==> config.mk <==
export PLATFORM = sky130hd
export DESIGN_NAME = mc_maindec
export DESIGN_NICKNAME = d
export VERILOG_FILES = /design/src/rtl/mc_maindec.sv
export SDC_FILE = /design/constraint.sdc
export NUM_CORES = 1
export LEC_CHECK = 0
export BUFFER_PORTS_ARGS = -buffer_cell sky130_fd_sc_hd__buf_2
export CAP_MARGIN = 20
export CORE_ASPECT_RATIO = 0.75
export CORE_MARGIN = 3
export CORE_UTILIZATION = 54
export DETAILED_ROUTE_END_ITERATION = 8
export PLACE_DENSITY_LB_ADDON = 0.15
export SYNTH_ARGS = -nofsm -noshare
export SYNTH_HDL_FRONTEND = slang
export SYNTH_SLANG_ARGS = --single-unit
==> constraint.sdc <==
create_clock -name clk -period 3.65 [get_ports clk]
set_input_delay 0.365 -clock clk [delete_from_list [all_inputs] [get_ports clk]]
set_output_delay 0.365 -clock clk [all_outputs]
set_load 0.005 [all_outputs]
==> src/rtl/mc_maindec.sv <==
// Multicycle main control FSM: sequences fetch/decode/execute/writeback and counts retired instructions.
// Optional ORI support is enabled by defining MC_MAINDEC_ORI_EN.
module mc_maindec #(
    parameter int OP_W     = 6,
    parameter int CNT_W    = 16,
    parameter int WAIT_MEM = 1
) (
    input  logic             clk,
    input  logic             reset_n,
    input  logic [OP_W-1:0]  op,
    input  logic             mem_ready,
    output logic             iord,
    output logic             memwrite,
    output logic             irwrite,
    output logic             regdst,
    output logic             memtoreg,
    output logic             regwrite,
    output logic             alusrca,
    output logic             branch,
    output logic             pcwrite,
    output logic [1:0]       alusrcb,
    output logic [1:0]       aluop,
    output logic [1:0]       pcsrc,
    output logic             illegal_op,
    output logic [3:0]       state_o,
    output logic [CNT_W-1:0] retired
);

    // state   | meaning
    // FETCH   | read instruction, PC+4 (waits on memory)
    // DECODE  | register read, branch target, dispatch on op
    // MEMADR  | load/store address calculation
    // MEMRD   | data read (waits on memory)
    // MEMWB   | load writeback
    // MEMWR   | data write (waits on memory)
    // EXECUTE | R-type ALU operation
    // ALUWB   | R-type writeback
    // BRANCH  | compare and conditional PC update
    // ADDIEX  | immediate add
    // ADDIWB  | immediate writeback (shared by ORI)
    // JUMP    | PC <- jump target
    // ORIEX   | immediate OR (optional)
    localparam logic [3:0] S_FETCH   = 4'd0;
    localparam logic [3:0] S_DECODE  = 4'd1;
    localparam logic [3:0] S_MEMADR  = 4'd2;
    localparam logic [3:0] S_MEMRD   = 4'd3;
    localparam logic [3:0] S_MEMWB   = 4'd4;
    localparam logic [3:0] S_MEMWR   = 4'd5;
    localparam logic [3:0] S_EXECUTE = 4'd6;
    localparam logic [3:0] S_ALUWB   = 4'd7;
    localparam logic [3:0] S_BRANCH  = 4'd8;
    localparam logic [3:0] S_ADDIEX  = 4'd9;
    localparam logic [3:0] S_ADDIWB  = 4'd10;
    localparam logic [3:0] S_JUMP    = 4'd11;
    localparam logic [3:0] S_ORIEX   = 4'd12;

    logic [3:0] state, state_next;
    logic       rdy;
    logic [5:0] op_lo;
    logic       op_hi_ok;
    logic       is_r, is_lw, is_sw, is_beq, is_addi, is_j, is_ori, legal;
    logic       irwrite_raw, pcwrite_raw, regwrite_raw, memwrite_raw;

    assign rdy      = (WAIT_MEM == 0) ? 1'b1 : mem_ready;
    assign op_lo    = op[5:0];
    assign op_hi_ok = ((op >> 6) == '0);

    assign is_r    = op_hi_ok && (op_lo == 6'b000000);
    assign is_lw   = op_hi_ok && (op_lo == 6'b100011);
    assign is_sw   = op_hi_ok && (op_lo == 6'b101011);
    assign is_beq  = op_hi_ok && (op_lo == 6'b000100);
    assign is_addi = op_hi_ok && (op_lo == 6'b001000);
    assign is_j    = op_hi_ok && (op_lo == 6'b000010);
`ifdef MC_MAINDEC_ORI_EN
    assign is_ori  = op_hi_ok && (op_lo == 6'b001101);
`else
    assign is_ori  = 1'b0;
`endif
    assign legal = is_r | is_lw | is_sw | is_beq | is_addi | is_j | is_ori;

    always_comb begin
        state_next = S_FETCH;
        case (state)
            S_FETCH:   state_next = rdy ? S_DECODE : S_FETCH;
            S_DECODE: begin
                if (is_r)                state_next = S_EXECUTE;
                else if (is_lw || is_sw) state_next = S_MEMADR;
                else if (is_beq)         state_next = S_BRANCH;
                else if (is_addi)        state_next = S_ADDIEX;
                else if (is_j)           state_next = S_JUMP;
                else if (is_ori)         state_next = S_ORIEX;
                else                     state_next = S_FETCH;
            end
            S_MEMADR:  state_next = is_lw ? S_MEMRD : S_MEMWR;
            S_MEMRD:   state_next = rdy ? S_MEMWB : S_MEMRD;
            S_MEMWB:   state_next = S_FETCH;
            S_MEMWR:   state_next = rdy ? S_FETCH : S_MEMWR;
            S_EXECUTE: state_next = S_ALUWB;
            S_ALUWB:   state_next = S_FETCH;
            S_BRANCH:  state_next = S_FETCH;
            S_ADDIEX:  state_next = S_ADDIWB;
            S_ADDIWB:  state_next = S_FETCH;
            S_JUMP:    state_next = S_FETCH;
`ifdef MC_MAINDEC_ORI_EN
            S_ORIEX:   state_next = S_ADDIWB;
`endif
            default:   state_next = S_FETCH;
        endcase
    end

    always_ff @(posedge clk or negedge reset_n) begin
        if (!reset_n) begin
            state   <= S_FETCH;
            retired <= '0;
        end else begin
            state <= state_next;
            // Illegal ops return from DECODE and are not counted.
            if (state_next == S_FETCH && state != S_FETCH && state != S_DECODE)
                retired <= retired + 1'b1;
        end
    end

    always_comb begin
        iord         = 1'b0;
        memwrite_raw = 1'b0;
        irwrite_raw  = 1'b0;
        regdst       = 1'b0;
        memtoreg     = 1'b0;
        regwrite_raw = 1'b0;
        alusrca      = 1'b0;
        branch       = 1'b0;
        pcwrite_raw  = 1'b0;
        alusrcb      = 2'b00;
        aluop        = 2'b00;
        pcsrc        = 2'b00;
        case (state)
            S_FETCH: begin
                alusrcb     = 2'b01;
                irwrite_raw = rdy;
                pcwrite_raw = rdy;
            end
            S_DECODE:  alusrcb = 2'b11;
            S_MEMADR: begin
                alusrca = 1'b1;
                alusrcb = 2'b10;
            end
            S_MEMRD:   iord = 1'b1;
            S_MEMWB: begin
                regwrite_raw = 1'b1;
                memtoreg     = 1'b1;
            end
            S_MEMWR: begin
                iord         = 1'b1;
                memwrite_raw = rdy;
            end
            S_EXECUTE: begin
                alusrca = 1'b1;
                aluop   = 2'b10;
            end
            S_ALUWB: begin
                regdst       = 1'b1;
                regwrite_raw = 1'b1;
            end
            S_BRANCH: begin
                alusrca = 1'b1;
                aluop   = 2'b01;
                pcsrc   = 2'b01;
                branch  = 1'b1;
            end
            S_ADDIEX: begin
                alusrca = 1'b1;
                alusrcb = 2'b10;
            end
            S_ADDIWB:  regwrite_raw = 1'b1;
            S_JUMP: begin
                pcsrc       = 2'b10;
                pcwrite_raw = 1'b1;
            end
`ifdef MC_MAINDEC_ORI_EN
            S_ORIEX: begin
                alusrca = 1'b1;
                alusrcb = 2'b10;
                aluop   = 2'b11;
            end
`endif
            default: ;
        endcase
    end

    // Write strobes are held off combinationally while reset is asserted.
    assign irwrite    = irwrite_raw  & reset_n;
    assign pcwrite    = pcwrite_raw  & reset_n;
    assign regwrite   = regwrite_raw & reset_n;
    assign memwrite   = memwrite_raw & reset_n;
    assign illegal_op = (state == S_DECODE) && !legal;
    assign state_o    = state;

endmodule

### Yosys cells after proc, flatten, opt, wreduce, memory -nomap -nowiden

Cells that the tools add are included.

* register bits after elaboration: 20
* bits of input ports: 9

* add/sub/neg operators: 1
* eq/ne operators: 17
* mux-type cells: 22
* reductions and logical operators: 13
* bitwise logic cells: 9

Operators by type and width (number)
* $pmux W4 S7: 1
* $mux W4: 5
* $add A16 B1 Y16 const B: 1
* $eq A4 B3 Y1 const B: 4
* $eq A4 B4 Y1 const B: 4
* $eq A6 B6 Y1 const B: 2
* $mux W1: 9
* $mux W3: 3
* $eq A4 B2 Y1 const B: 2
* $logic_not A4 Y1: 2
* $pmux W2 S2: 2
* $eq A6 B2 Y1 const B: 1
* $eq A6 B3 Y1 const B: 1
* $eq A6 B4 Y1 const B: 1
* $logic_not A6 Y1: 1
* $pmux W2 S3: 1
* $or A1 B1 Y1: 5
* $and A1 B1 Y1: 4
* $eq A4 B1 Y1 const B: 1
* $ne A4 B1 Y1 const B: 1
* $reduce_bool A4 Y1: 1
* $reduce_or A2 Y1: 2
* $reduce_or A4 Y1: 1
* $logic_and A1 B1 Y1: 3
* 4 further kinds: 4

### Logic depth before layout (Yosys ltp)

* depth after elaboration: 10
* depth in mapped cells: 7
* gate-level depth less buffers: 5

### Least setup slack after synthesis

OpenSTA, ideal clock, no wires.

* path type: input to register
* start: input op[3]
* end: register retired[1]
* data arrival time: 1722 ps
* stages: 6
* path slack: 1803 ps
* path buffers: 1
* setup time: 125 ps
* cells stage by stage: buf_2 nor3_1 a211oi_1 a221o_2 nor3_2 mux2_2

* longest elaborated chain between the ends: 10
* elaborated cells on any way between the ends: 17
* classes of those cells: eq/ne (5); mux (7); reduce/logical (5)

RTL lines
* from (decl): RTL line 10 `input logic [OP_W-1:0] op,`
* $eq A6 B2 Y1: RTL line 73 `assign is_j = op_hi_ok && (op_lo == 6'b000010);`
* $mux W4: RTL line 90 `else if (is_j) state_next = S_JUMP;`
* $mux W4: RTL line 89 `else if (is_addi) state_next = S_ADDIEX;`
* $mux W4: RTL line 88 `else if (is_beq) state_next = S_BRANCH;`
* $mux W4: RTL line 87 `else if (is_lw || is_sw) state_next = S_MEMADR;`
* $mux W4: RTL line 86 `if (is_r) state_next = S_EXECUTE;`
* $pmux W4 S7 *: RTL line 83 `case (state)`
* $logic_not A4 Y1 *: RTL line 118 `if (state_next == S_FETCH && state != S_FETCH && state != S_DECODE)`
* $logic_and A1 B1 Y1 * (2 in a row): RTL line 118
* to (signal assigned): RTL line 119 `retired <= retired + 1'b1;`
* to (decl): RTL line 26 `output logic [CNT_W-1:0] retired`

Mark *: on every way between the ends. The rest lies on a longest branch, timed or not.
A chain may end at the register's enable or synchronous reset.

### Final worst setup path

* start: register state[1], in the netlist state_o[1]
* end: register retired[1]

* longest elaborated chain between the ends: 5
* elaborated cells on any way between the ends: 13
* classes of those cells: eq/ne (7); mux (1); reduce/logical (5)

RTL lines
* from (decl): RTL line 57 `logic [3:0] state, state_next;`
* from (signal assigned): RTL line 116 `state <= state_next;`
* $eq A4 B4 Y1, or another cell as far along: RTL line 83
* $pmux W4 S7: RTL line 83
* $logic_not A4 Y1: RTL line 118
* $logic_and A1 B1 Y1: RTL line 118
* $logic_and A1 B1 Y1 *: RTL line 118

Marked as above.

==> reports/qor.csv <==
stage,metric,value,unit
global_routing,grt_start_max_net_pins,24,
placed_design,portBuffers,44,
power_and_ir_drop,p_leak,0.896,nW
routing,firstDrtPassIters,4,
clocking,cts.clk_slew.worst_paths,110,ps
sta,timing.hold.ws,4.05,ps
sta,max_slew_margin,67.6,%
sta,report.final.slew_viol_count,0,
synth,yosysWarningCount,0,
clocking,cts_tree,built,
clocking,clockRootBuffer,clkbuf_4,
job,maxCapViolations,0,
critical_path,max_stage_delay,650,ps
global_routing,grt.overflow.total,0,
critical_path,slowest_stage,dfrtp_1,
sta,fin_skew,6.93,ps
final_layout,fin_cells,220,
routing,dr_total_vias,1227,
final_layout,area_growth,15.7,%
synth,synth_top_area_share,36.3,%
routing,drtAntennaViolNets,0,
final_layout,final_common_cell,buf_2,
sta,finalCritPeriodShare,63.8,%
clocking,h-tree-depth,1,
floorplan,die_w,64.3,µm
clocking,post-cts-setup-buffer-count,0,
synth,synth_nets,159,
floorplan,initial_core_util,58.3,%
hold_path,hp-class,in -> async,
synth,synthTopCellsByArea,"dfrtp_1 (36%), xor2_1 (11%), nor3_2 (8.0%)",
routing,initialDrtViolationCount,71,
routing,totalWireLength,3070,µm
floorplan,rows,15,
sta,period_minus_slack,2330,ps
synth,synthCells,149,
critical_path,cp.arrival,2520,ps
synth,yosys.area.top_type,dfrtp_1,
placed_design,gp_congestion,0.902,
critical_path,cp.buffers_inverters,0,
global_routing,grt_pass1_vias,1070,
sta,max_freq,429,MHz
floorplan,die-area,0.00320,mm²
final_layout,nNetsFinal,198,
routing,drc_errors,0,
clocking,cts_buffer_depth,2,
placed_design,dp_cells,217,
outcome,status,"finished, final reports clean",
clocking,numCtsBuffers,3,
critical_path,crit_type,reg -> reg,
sta,setup_violations,0,
clocking,cts_hold_repair.buffers,0,
synth,ys_seq_area_share,36.3,%
floorplan,ios,45,
critical_path,critical_path_peak_fanout,17,
final_layout,diodes,0,
synth,ys_types,40,
sta,hold_viol_final,0,
power_and_ir_drop,ir_worst_vdd,0.000310,V
synth,synthesis.area,0.00138,mm²
power_and_ir_drop,powerDensity,395,mW/mm²
final_layout,layout_common_cells,"buf_2 (44), dfrtp_1 (20), xor2_1 (17)",
synth,synth_edf_count,0,
routing,vias_per_cell,5.58,
global_routing,grt_pass1_wl,5040,µm
clocking,clk_latency,300,ps
clocking,clock-sinks,20,
synth,synth-async-reset-ratio,100,%
critical_path,end_kind,flip-flop,
routing,wl_per_cell,13.9,µm
sta,tns,0,ps
sta,worst_pin_slew,482,ps
clocking,cts_resized,0,
sta,rsz0062_at_grt,no,
synth,synth-seq-cells,20,
floorplan,design.core.area,0.00236,mm²
final_layout,fillers,214,
global_routing,antenna_found_initial,0,
critical_path,critPathTopFamily,flip-flops,
synth,synth_flop_cell,dfrtp_1,
critical_path,critical_path_required,3840,ps
placed_design,place_hpwl,2360,µm
global_routing,grtUsageTotal,20.0,%
critical_path,crit_path_cell_trace,nand2b_1 > o311ai_1 > a221o_2 > nor3_2 > mux2_2,
floorplan,die_y,49.7,µm
synth,syn-mean-instance-area,9.25,µm²
critical_path,critPathLaunchType,flip-flop,
final_layout,drive_gt1_share,36.0,%
final cells by class:
class                   instances  area [µm²]  share of cell area (%)
repair buffers                 44         220                    13.8
well taps                      34        42.5                    2.67
multi-input cells             115         793                    49.8
inverters                       4        15.0                   0.942
flip-flops and latches         20         500                    31.4
clock buffers                   3        22.5                    1.41
per-stage QoR:
stage | setup slack [ps] | cell area, µm² | utilization (%) | total power [mW]
4_1_cts | 1340 | 1590 | 67.4 | 0.636
5_1_grt | 1170 | 1590 | 67.4 | 0.676
6_report | 1320 | 1590 | 67.4 | 0.629
3_5_place_dp | 1370 | 1570 | 66.5 | 0.529
2_1_floorplan | 1800 | 1380 | - | 0.447
3_3_place_gp | 1500 | 1570 | 66.5 | 0.521
worst paths after layout:
path                       depth (start not counted)  slack [ps]         from           to
min reg2reg                                        1         470  retired[15]  retired[15]
max                                                5        1320   state_o[1]   retired[1]
max in group asynchronous                          1        3310      reset_n   retired[2]
min in group clk                                   2         340        op[2]   state_o[0]
max reg2reg                                        5        1320   state_o[1]   retired[1]
min                                                1           4      reset_n   retired[9]
routing by layer:
layer	GRT usage, %	wire, µm	share of wire, %	vias to the layer above
met4	4.21	19	0.62	0
met2	29.5	1300	42	47
li1	-	-	-	611
met5	0	0	0	-
met3	6.38	244	8.0	4
met1	28.8	1500	49	565
where the power goes:
part           switching, mW  total (mW)  internal [mW]
sequential            0.0555       0.311          0.256
clock                 0.0667       0.105         0.0385
combinational          0.116       0.213         0.0973
total                  0.238       0.629          0.391
cell families after synthesis:
| family | after synthesis | share of synthesized area, % |
|---|---|---|
| compound gates | 15 | 8.08 |
| xor+xnor | 18 | 11.4 |
| buf+inv | 14 | 6.08 |
| mux | 1 | 0.817 |
| flops | 20 | 36.3 |
| simple gates | 80 | 36.3 |
| fa+ha+maj | 1 | 0.908 |
sequential cells by signal, indices dropped and copies added (netlist names):
register  cells
state_o       4
retired      16
worst register-to-register path: cells and delay by family, from the launching register on:
kind,cells,cell delay (ps)
AND/OR/NAND/NOR,2,560
flip-flops,1,650
AO/OA/AOI/OAI,2,650
multiplexers,1,360
synthesized netlist by cell type (all sizes together) (2+ instances only):
library cell and number:
dfrtp 20, nor3 19, nand2 17, xor2 17, nand3 10, buf 9
nor4 8, nor2 7, and3 4, inv 4, o21ai 4, a211oi 3
and2 2, nand2b 2, nand4 2, nor4bb 2, o31ai 2
Power figures use the tool's default switching activity.
